==> src/rtl/warp_done_tracker.sv <==
// warp_done_tracker: loads a block's unused-warp mask, records warp completions, raises block_done until acked
module warp_done_tracker #(
    parameter int NUM_WARPS = 32,
    parameter int WARP_ID_W = 5,
    parameter int CNT_W     = 6
) (
    input  logic                 clk_in,
    input  logic                 host_reset_n,
    input  logic                 start,
    input  logic [NUM_WARPS-1:0] warps_done_mask_in,
    input  logic                 warp_done_valid,
    input  logic [WARP_ID_W-1:0] warp_done_id,
    output logic                 warp_done_ready,
    output logic                 block_done,
    input  logic                 block_done_ack,
    output logic                 busy,
    output logic [NUM_WARPS-1:0] done_mask,
    output logic [CNT_W-1:0]     pending_cnt,
    output logic                 dup_err
);
    typedef enum logic [1:0] {IDLE, RUN, DONE} state_t;
    state_t state, state_nxt;
    logic [NUM_WARPS-1:0] mask_nxt;
    logic [CNT_W-1:0] cnt_nxt, zeros;
    logic err_nxt, hit;
    always_ff @(posedge clk_in) begin
        if (!host_reset_n) begin
            state       <= IDLE;
            done_mask   <= '0;
            pending_cnt <= '0;
            dup_err     <= 1'b0;
        end else begin
            state       <= state_nxt;
            done_mask   <= mask_nxt;
            pending_cnt <= cnt_nxt;
            dup_err     <= err_nxt;
        end
    end
    always_comb begin
        zeros = '0;
        for (int i = 0; i < NUM_WARPS; i++) zeros = zeros + CNT_W'(!warps_done_mask_in[i]);
        hit       = done_mask[warp_done_id];
        state_nxt = state;
        mask_nxt  = done_mask;
        cnt_nxt   = pending_cnt;
        err_nxt   = dup_err;
        case (state)
            IDLE: if (start) begin
                mask_nxt  = warps_done_mask_in;
                cnt_nxt   = zeros;
                err_nxt   = 1'b0;
                state_nxt = &warps_done_mask_in ? DONE : RUN;
            end
            RUN: if (warp_done_valid) begin
                // only a 0->1 transition touches the count, so it cannot underflow
                if (hit) err_nxt = 1'b1;
                else begin
                    mask_nxt  = done_mask | (NUM_WARPS'(1) << warp_done_id);
                    cnt_nxt   = pending_cnt - CNT_W'(1);
                    state_nxt = (pending_cnt == CNT_W'(1)) ? DONE : RUN;
                end
            end
            DONE: if (block_done_ack) begin
                state_nxt = IDLE;
                mask_nxt  = '0;
                cnt_nxt   = '0;
            end
            default: state_nxt = IDLE;
        endcase
    end
    assign warp_done_ready = (state == RUN);
    assign block_done      = (state == DONE);
    assign busy            = (state != IDLE);
endmodule
==> config.mk <==
export PLATFORM = sky130hd
export DESIGN_NAME = warp_done_tracker
export DESIGN_NICKNAME = d
export VERILOG_FILES = /design/src/rtl/warp_done_tracker.sv
export SDC_FILE = /design/constraint.sdc
export NUM_CORES = 1
export LEC_CHECK = 0
export CELL_PAD_IN_SITES_DETAIL_PLACEMENT = 1
export CELL_PAD_IN_SITES_GLOBAL_PLACEMENT = 1
export CORE_ASPECT_RATIO = 1.4
export CORE_UTILIZATION = 34
export DETAILED_ROUTE_END_ITERATION = 12
export GPL_TIMING_DRIVEN = 0
export PLACE_DENSITY_LB_ADDON = 0.1
export SYNTH_ARGS = -nofsm -noshare
export SYNTH_HDL_FRONTEND = slang
export SYNTH_SLANG_ARGS = --single-unit
==> constraint.sdc <==
create_clock -name clk_in -period 5 [get_ports clk_in]
set_input_delay 0.5 -clock clk_in [delete_from_list [all_inputs] [get_ports clk_in]]
set_output_delay 0.5 -clock clk_in [all_outputs]
set_load 0.02 [all_outputs]
==> impl_metrics.tcl, run 1 <==
set metrics [dict create \
    run_status "finished clean" \
    synth.net_count 527 \
    finalWeightedCongestion 0.842 \
    critical_path.max_fanout 2 \
    reg2reg_setup_slack_ns 2.38 \
    rr_worst_depth 6 \
    synth_cells 447 \
    num-nets-final 661 \
    synthAdderAreaFrac 0.182 \
    setup_ws_ns 0.0736 \
    count_of_endpoints_failing_setup_in_the_final_report 0 \
    fmax_mhz 203 \
    p_total_w 0.00335 \
    syn_area_sq_um 3600 \
    startpoint "warps_done_mask_in[7]" \
    min_path_type "flip-flop to flip-flop" \
    areaGrowthSynthToFinish_pct 41.2 \
    start_kind "input pin" \
    drc 0 \
    clock-skew-final_ns 0.00977 \
    compound_gate_fraction_of_synth_area 0.174 \
    combinational_family_with_the_most_area_after_synthesis "adder cells" \
    post_route_cells_drive_above_1_share 0.174 \
    post_synth.cell_area_avg_sq_um 8.06 \
    timing_worst_slew_pin_value_ns 1.34 \
    seq_area_frac_synth 0.228 \
    first_global_vias 4160 \
    firstDrtPassIters 4 \
    die-area_sq_um 11000 \
    via_count 3926 \
    grtUsageTotal 0.279 \
    synthMuxAreaShare 0.133 \
    post-route-min-period_ns 4.93 \
    dpl.hpwl_um 10600 \
    vdd.ir_drop.worst_mv 0.427 \
    finish.utilization 0.491 \
    synth.ff_latch_count 41 \
    initial_cell_density_of_the_core 0.348 \
    cts_num_sinks 41 \
    final-max-slew-violation-count 0 \
    timing.setup.tns_ns 0 \
    fill_cells 1311 \
    clk_pin_slew_ns 0.06 \
    grt.overflow.total 0 \
    grt_max_degree 14 \
    cts_max_level 2 \
    xor_xnor_share_of_the_synthesized_area 0.0170 \
    setup.worst_path.end "pending_cnt[4]" \
    cap_viol_max_count 0 \
    yosys.area_share.simple 0.160 \
    viasPerCell 5.45 \
    seq_area_sq_um 821 \
    holdCritStartpoint "dup_err" \
    grt_first_pass_wirelength_um 22200 \
    wirelength_um 14400 \
    reg2reg_to "pending_cnt[4]" \
    worst_r2r_startpoint "done_mask[2]" \
    yosys.cell_types.count 46 \
    worst-setup-path-type "input pin to flip-flop" \
    wl_per_cell_um 19.9 \
    dp_worst_setup_slack_ns -0.793 \
    boundaryPins 84 \
    cellLeakagePower_nw 2.23 \
    primary_ff_master_synth "sky130_fd_sc_hd__dfxtp_1" \
    grt_setup_unrepaired "true" \
    cts_buffers 5 \
    synth_warnings 0 \
    clk_root_buffer_cell "sky130_fd_sc_hd__clkbuf_16" \
    post_synth_edffs 0 \
    clock_latency_of_the_later_clocked_register_in_the_worst_skew_pair_ns 0.30 \
    grt_antenna_before_repair 0 \
    first_iter_violations 181 \
    chipWidth_um 89.0 \
    design.core.area_sq_um 10300 \
    insertedDiodeCount 0 \
    worstPathRequired_ns 5.21 \
    most-common-layout-cells "75 x sky130_fd_sc_hd__nand2_1, 67 x sky130_fd_sc_hd__clkdlybuf4s50_1, 49 x sky130_fd_sc_hd__inv_1" \
    cts_tree "done" \
    cts_max_path_buffers 2 \
    max-slew-margin-rel 0.0938 \
    detail-route-antenna-nets 0 \
    power_density_relative_to_cell_area_nw_per_um2 659 \
    report.final.hold_viol_count 0 \
    multi_input_area_sq_um 2440 \
    synth-async-reset-ratio 0 \
    worst_setup_ep_type "flip-flop" \
    layout_commonest_cell "sky130_fd_sc_hd__nand2_1" \
    critical_path_arrival_ns 5.13 \
    layout_worst_path_cycle_share 0.985 \
    core.rowCount 44 \
    io_buffer_count 82 \
    die_h_um 124 \
]
==> synth_stat cells (3+ instances only) <==
master	n	area, sq um
sky130_fd_sc_hd__dfxtp_1	41	821
sky130_fd_sc_hd__a21oi_1	43	215
sky130_fd_sc_hd__nor2b_1	4	25.0
sky130_fd_sc_hd__o22a_1	4	35.0
sky130_fd_sc_hd__fa_1	24	480
sky130_fd_sc_hd__xnor2_1	3	26.3
sky130_fd_sc_hd__nand3_1	8	40.0
sky130_fd_sc_hd__nor2_1	12	45.0
sky130_fd_sc_hd__xor2_1	4	35.0
sky130_fd_sc_hd__and4_1	3	26.3
sky130_fd_sc_hd__inv_1	63	236
sky130_fd_sc_hd__nor3_1	4	20.0
sky130_fd_sc_hd__nand4_1	7	43.8
sky130_fd_sc_hd__buf_2	3	15.0
sky130_fd_sc_hd__clkbuf_1	17	63.8
sky130_fd_sc_hd__nand2b_1	3	18.8
sky130_fd_sc_hd__nand2_1	75	282
sky130_fd_sc_hd__ha_1	14	175
sky130_fd_sc_hd__a211oi_1	4	30.0
sky130_fd_sc_hd__o22ai_1	32	200
sky130_fd_sc_hd__mux2i_1	48	480
==> final cells by class <==
type,instances,area share
inverter,63,0.0475
timing repair buffer,127,0.220
buffer,25,0.0283
multi-input combinational,318,0.479
clock buffer,6,0.0273
sequential,41,0.161
clock inverter,2,0.00271
tap,138,0.0340
==> where the power goes <==
part | switching [W] | internal, W
Combinational | 0.00127 | 0.00114
Sequential | 0.000145 | 0.000452
Clock | 0.000148 | 0.000199
Total | 0.00156 | 0.00179
==> flip-flops by register name (all words and copies together), names as in the netlist <==
name,flops
dup_err,1
done_mask,32
pending_cnt,6
state,2
==> worst min path at each step <==
stage	to	slack, ns	cells after the start
6_report	dup_err	0.49	2
5_1_grt	done_mask[20]	0.51	2
4_1_cts	done_mask[20]	0.50	2
3_5_place_dp	dup_err	0.48	2
3_3_place_gp	done_mask[20]	0.48	2
2_1_floorplan	state[0]	0.51	2
==> critical path, cell delays in order <==
cell                            delay (ns)
sky130_fd_sc_hd__dlygate4sd2_1        0.25
sky130_fd_sc_hd__inv_2                0.08
sky130_fd_sc_hd__fa_1                 0.46
sky130_fd_sc_hd__fa_2                 0.55
sky130_fd_sc_hd__fa_2                 0.44
sky130_fd_sc_hd__fa_1                 0.53
sky130_fd_sc_hd__fa_1                 0.45
sky130_fd_sc_hd__fa_1                 0.52
sky130_fd_sc_hd__ha_2                 0.19
sky130_fd_sc_hd__inv_2                0.04
sky130_fd_sc_hd__fa_2                 0.36
sky130_fd_sc_hd__inv_2                0.06
sky130_fd_sc_hd__a21o_1               0.12
sky130_fd_sc_hd__a21oi_2              0.06
sky130_fd_sc_hd__xor2_1               0.14
sky130_fd_sc_hd__o22a_1               0.20
sky130_fd_sc_hd__a211oi_2             0.19
==> layer usage <==
layer	track usage	vias to the layer above	routed length [um]
met4	0.185	0	846
met5	0	-	0
met3	0.0484	54	711
met1	0.311	1927	5370
li1	-	1792	-
met2	0.481	153	7440
==> logic make-up after synthesis <==
group | Yosys count
xor gates and xnor gates | 7
muxes | 48
DFF | 41
buffers and inverters | 88
AOI/OAI and AO/OA | 100
and+or+nand+nor | 125
adders and majority gates | 38
==> what timing repair did <==
item                                    CTS  global route
gates resized for setup                  53            22
endpoints found under the setup margin    5             5
pin swaps                                18            11
hold buffers                              0             0
buffers inserted                         40             7
==> through the flow <==
stage | instances | hold slack, ns | area (sq um)
after floorplan | 447 | 0.509 | 3600
after global placement | 667 | 0.476 | 4590
after detailed placement | 667 | 0.482 | 4590
after CTS | 715 | 0.498 | 5040
after global routing | 720 | 0.515 | 5080
final | 720 | 0.494 | 5080
(Power assumes the default switching activity.)
==> run 2, diff against run 1 <==
Settings changed: MAX_ROUTING_LAYER set to met4, PLACE_DENSITY set to 0.77, PLACE_DENSITY_LB_ADDON 0.1 to not set.
==> run 2 against run 1 <==
The run now ends with negative setup slack left. Die area unchanged. Sequential cell count unchanged. Register-to-register slack improved by 0.21 ns. Clock power down 3%. Clock skew shrank 0.0028 ns. Sequential share of layout area barely moved. Critical path type unchanged. Largest cell class unchanged.
==> impl_metrics.tcl, run 2 (synthesis results as in run 1) <==
set metrics [dict create \
    numPlacedInstances 667 \
    finish.utilization 0.490 \
    dpl_cell_area_sq_um 4590 \
    clock_latency_of_the_later_clocked_register_in_the_worst_skew_pair_ns 0.29 \
    grtUsageTotal 0.301 \
    layout_top_registers "done_mask x32, pending_cnt x6, state x2" \
    power.share.sequential 0.179 \
    cellInternalPower_w 0.00179 \
    firstDrtPassIters 4 \
    core.rowCount 44 \
    count_of_endpoints_failing_setup_in_the_final_report 2 \
    drc 0 \
    finish.instance_area_sq_um 5070 \
    power_switching_share 0.471 \
    grt_setup_unrepaired "true" \
    grt_max_degree 13 \
    num-nets-final 659 \
    post-route-min-period_ns 5.10 \
    grt_first_pass_wirelength_um 23500 \
    max-slew-margin-rel 0.202 \
    via_count 4049 \
    run_status "complete, but fails checks" \
    cellLeakagePower_nw 2.22 \
    critical_path.max_fanout 3 \
    cap_viol_max_count 0 \
    cts_buffers 5 \
    grt.overflow.total 0 \
    timing.setup.tns_ns -0.187 \
    worst_setup_ep_type "flip-flop" \
    boundaryPins 84 \
    cts_hold_repair.buffers 0 \
    viasPerCell 5.65 \
    chipWidth_um 89.0 \
    power_density_relative_to_cell_area_nw_per_um2 668 \
    worst-setup-path-type "input pin to flip-flop" \
    first_iter_violations 227 \
    clk_pin_slew_ns 0.06 \
    start_kind "input pin" \
    cts_num_sinks 41 \
    io_buffer_count 82 \
    first_global_vias 4355 \
    layout_commonest_cell "sky130_fd_sc_hd__nand2_1" \
    clock-skew-final_ns 0.00696 \
    dp_worst_setup_slack_ns -0.807 \
    initial_cell_density_of_the_core 0.348 \
    top_register "done_mask" \
    die_h_um 124 \
    setup_ws_ns -0.101 \
    cts_tree "done" \
    report.final.hold_viol_count 0 \
    power.share.combinational 0.722 \
    largest_register_ffs 32 \
    most-common-layout-cells "75 x sky130_fd_sc_hd__nand2_1, 67 x sky130_fd_sc_hd__clkdlybuf4s50_1, 48 x sky130_fd_sc_hd__inv_1, 48 x sky130_fd_sc_hd__mux2i_1" \
    final-max-slew-violation-count 0 \
    wl_per_cell_um 21.3 \
    layout_worst_path_cycle_share 1.02 \
    dpl.hpwl_um 10700 \
    vdd.ir_drop.worst_mv 0.501 \
    fmax_mhz 196 \
    clk_root_buffer_cell "sky130_fd_sc_hd__clkbuf_16" \
    finalWeightedCongestion 0.901 \
    cts_max_level 2 \
    cts_max_path_buffers 2 \
    areaGrowthSynthToFinish_pct 40.9 \
    insertedDiodeCount 0 \
    post_route_cells_drive_above_1_share 0.180 \
    instances_no_fill 717 \
    die-area_sq_um 11000 \
    total_switching_power_w 0.00160 \
    power.clock.fraction 0.100 \
    grt_antenna_before_repair 0 \
    timing_worst_slew_pin_value_ns 1.18 \
    critical_path_arrival_ns 5.31 \
    design.core.area_sq_um 10300 \
    detail-route-antenna-nets 0 \
    failing_checks "negative setup slack" \
    min_path_type "flip-flop to flip-flop" \
    worstPathRequired_ns 5.21 \
    wirelength_um 15300 \
]
-- run 2: worst max-delay path, cell delays in order --
cell and delay, ns:
sky130_fd_sc_hd__buf_8 0.10, sky130_fd_sc_hd__fa_1 0.58, sky130_fd_sc_hd__inv_2 0.06, sky130_fd_sc_hd__fa_2 0.60, sky130_fd_sc_hd__fa_2 0.50, sky130_fd_sc_hd__fa_1 0.58, sky130_fd_sc_hd__fa_1 0.46, sky130_fd_sc_hd__fa_1 0.53
sky130_fd_sc_hd__ha_2 0.20, sky130_fd_sc_hd__inv_2 0.04, sky130_fd_sc_hd__fa_2 0.35, sky130_fd_sc_hd__inv_2 0.06, sky130_fd_sc_hd__a21o_1 0.13, sky130_fd_sc_hd__a21oi_2 0.06, sky130_fd_sc_hd__xor2_1 0.17, sky130_fd_sc_hd__o22a_1 0.19
sky130_fd_sc_hd__a211oi_2 0.20
-- run 2: path summary, 6_finish.rpt --
check                        start             end  slack (ns)  cells after the start
max          warps_done_mask_in[3]  pending_cnt[4]       -0.10                     17
min                  done_mask[20]   done_mask[20]        0.50                      2
max reg2reg          done_mask[14]  pending_cnt[0]        2.59                      6
min reg2reg          done_mask[20]   done_mask[20]        0.50                      2
-- run 2: area by class of cell --
| cell class | instances | area (sq um) |
|---|---|---|
| Clock buffer | 6 | 139 |
| Timing Repair Buffer | 125 | 1120 |
| Fill cell | 1295 | 5280 |
| Sequential cell | 41 | 821 |
| Clock inverter | 1 | 7.51 |
| Multi-Input combinational cell | 318 | 2440 |
| Buffer | 25 | 144 |
| Tap cell | 138 | 173 |
| Inverter | 63 | 236 |
-- run 2: what timing repair did --
item	4_1_cts	5_1_grt
gates resized for setup	66	25
hold endpoints to repair	0	0
setup buffers	42	2
endpoints found under the setup margin	5	6
pin swaps	18	15
-- run 2: routing by layer --
layer	part of all wire	wire length [um]	track usage	vias to the layer above
met2	0.51	7780	0.518	189
met5	0	0	-	-
met3	0.055	842	0.0464	70
met4	0.073	1120	0.197	0
li1	-	-	-	1795
met1	0.36	5510	0.315	1995
-- run 2: power groups by stage --
stage | logic (W) | registers [W] | clock network (W)
4_1_cts | 0.00233 | 0.000600 | 0.000340
5_1_grt | 0.00264 | 0.000619 | 0.000351
3_3_place_gp | 0.00213 | 0.000599 | 0
2_1_floorplan | 0.00140 | 0.000699 | 0
3_5_place_dp | 0.00220 | 0.000604 | 0
6_report | 0.00245 | 0.000607 | 0.000338
-- run 2: per-stage QoR --
step,hold slack (ns),total power [W]
floorplan,0.509,0.00209
global placement,0.474,0.00272
detailed placement,0.486,0.00280
CTS,0.497,0.00327
global route,0.521,0.00361
finish,0.502,0.00339
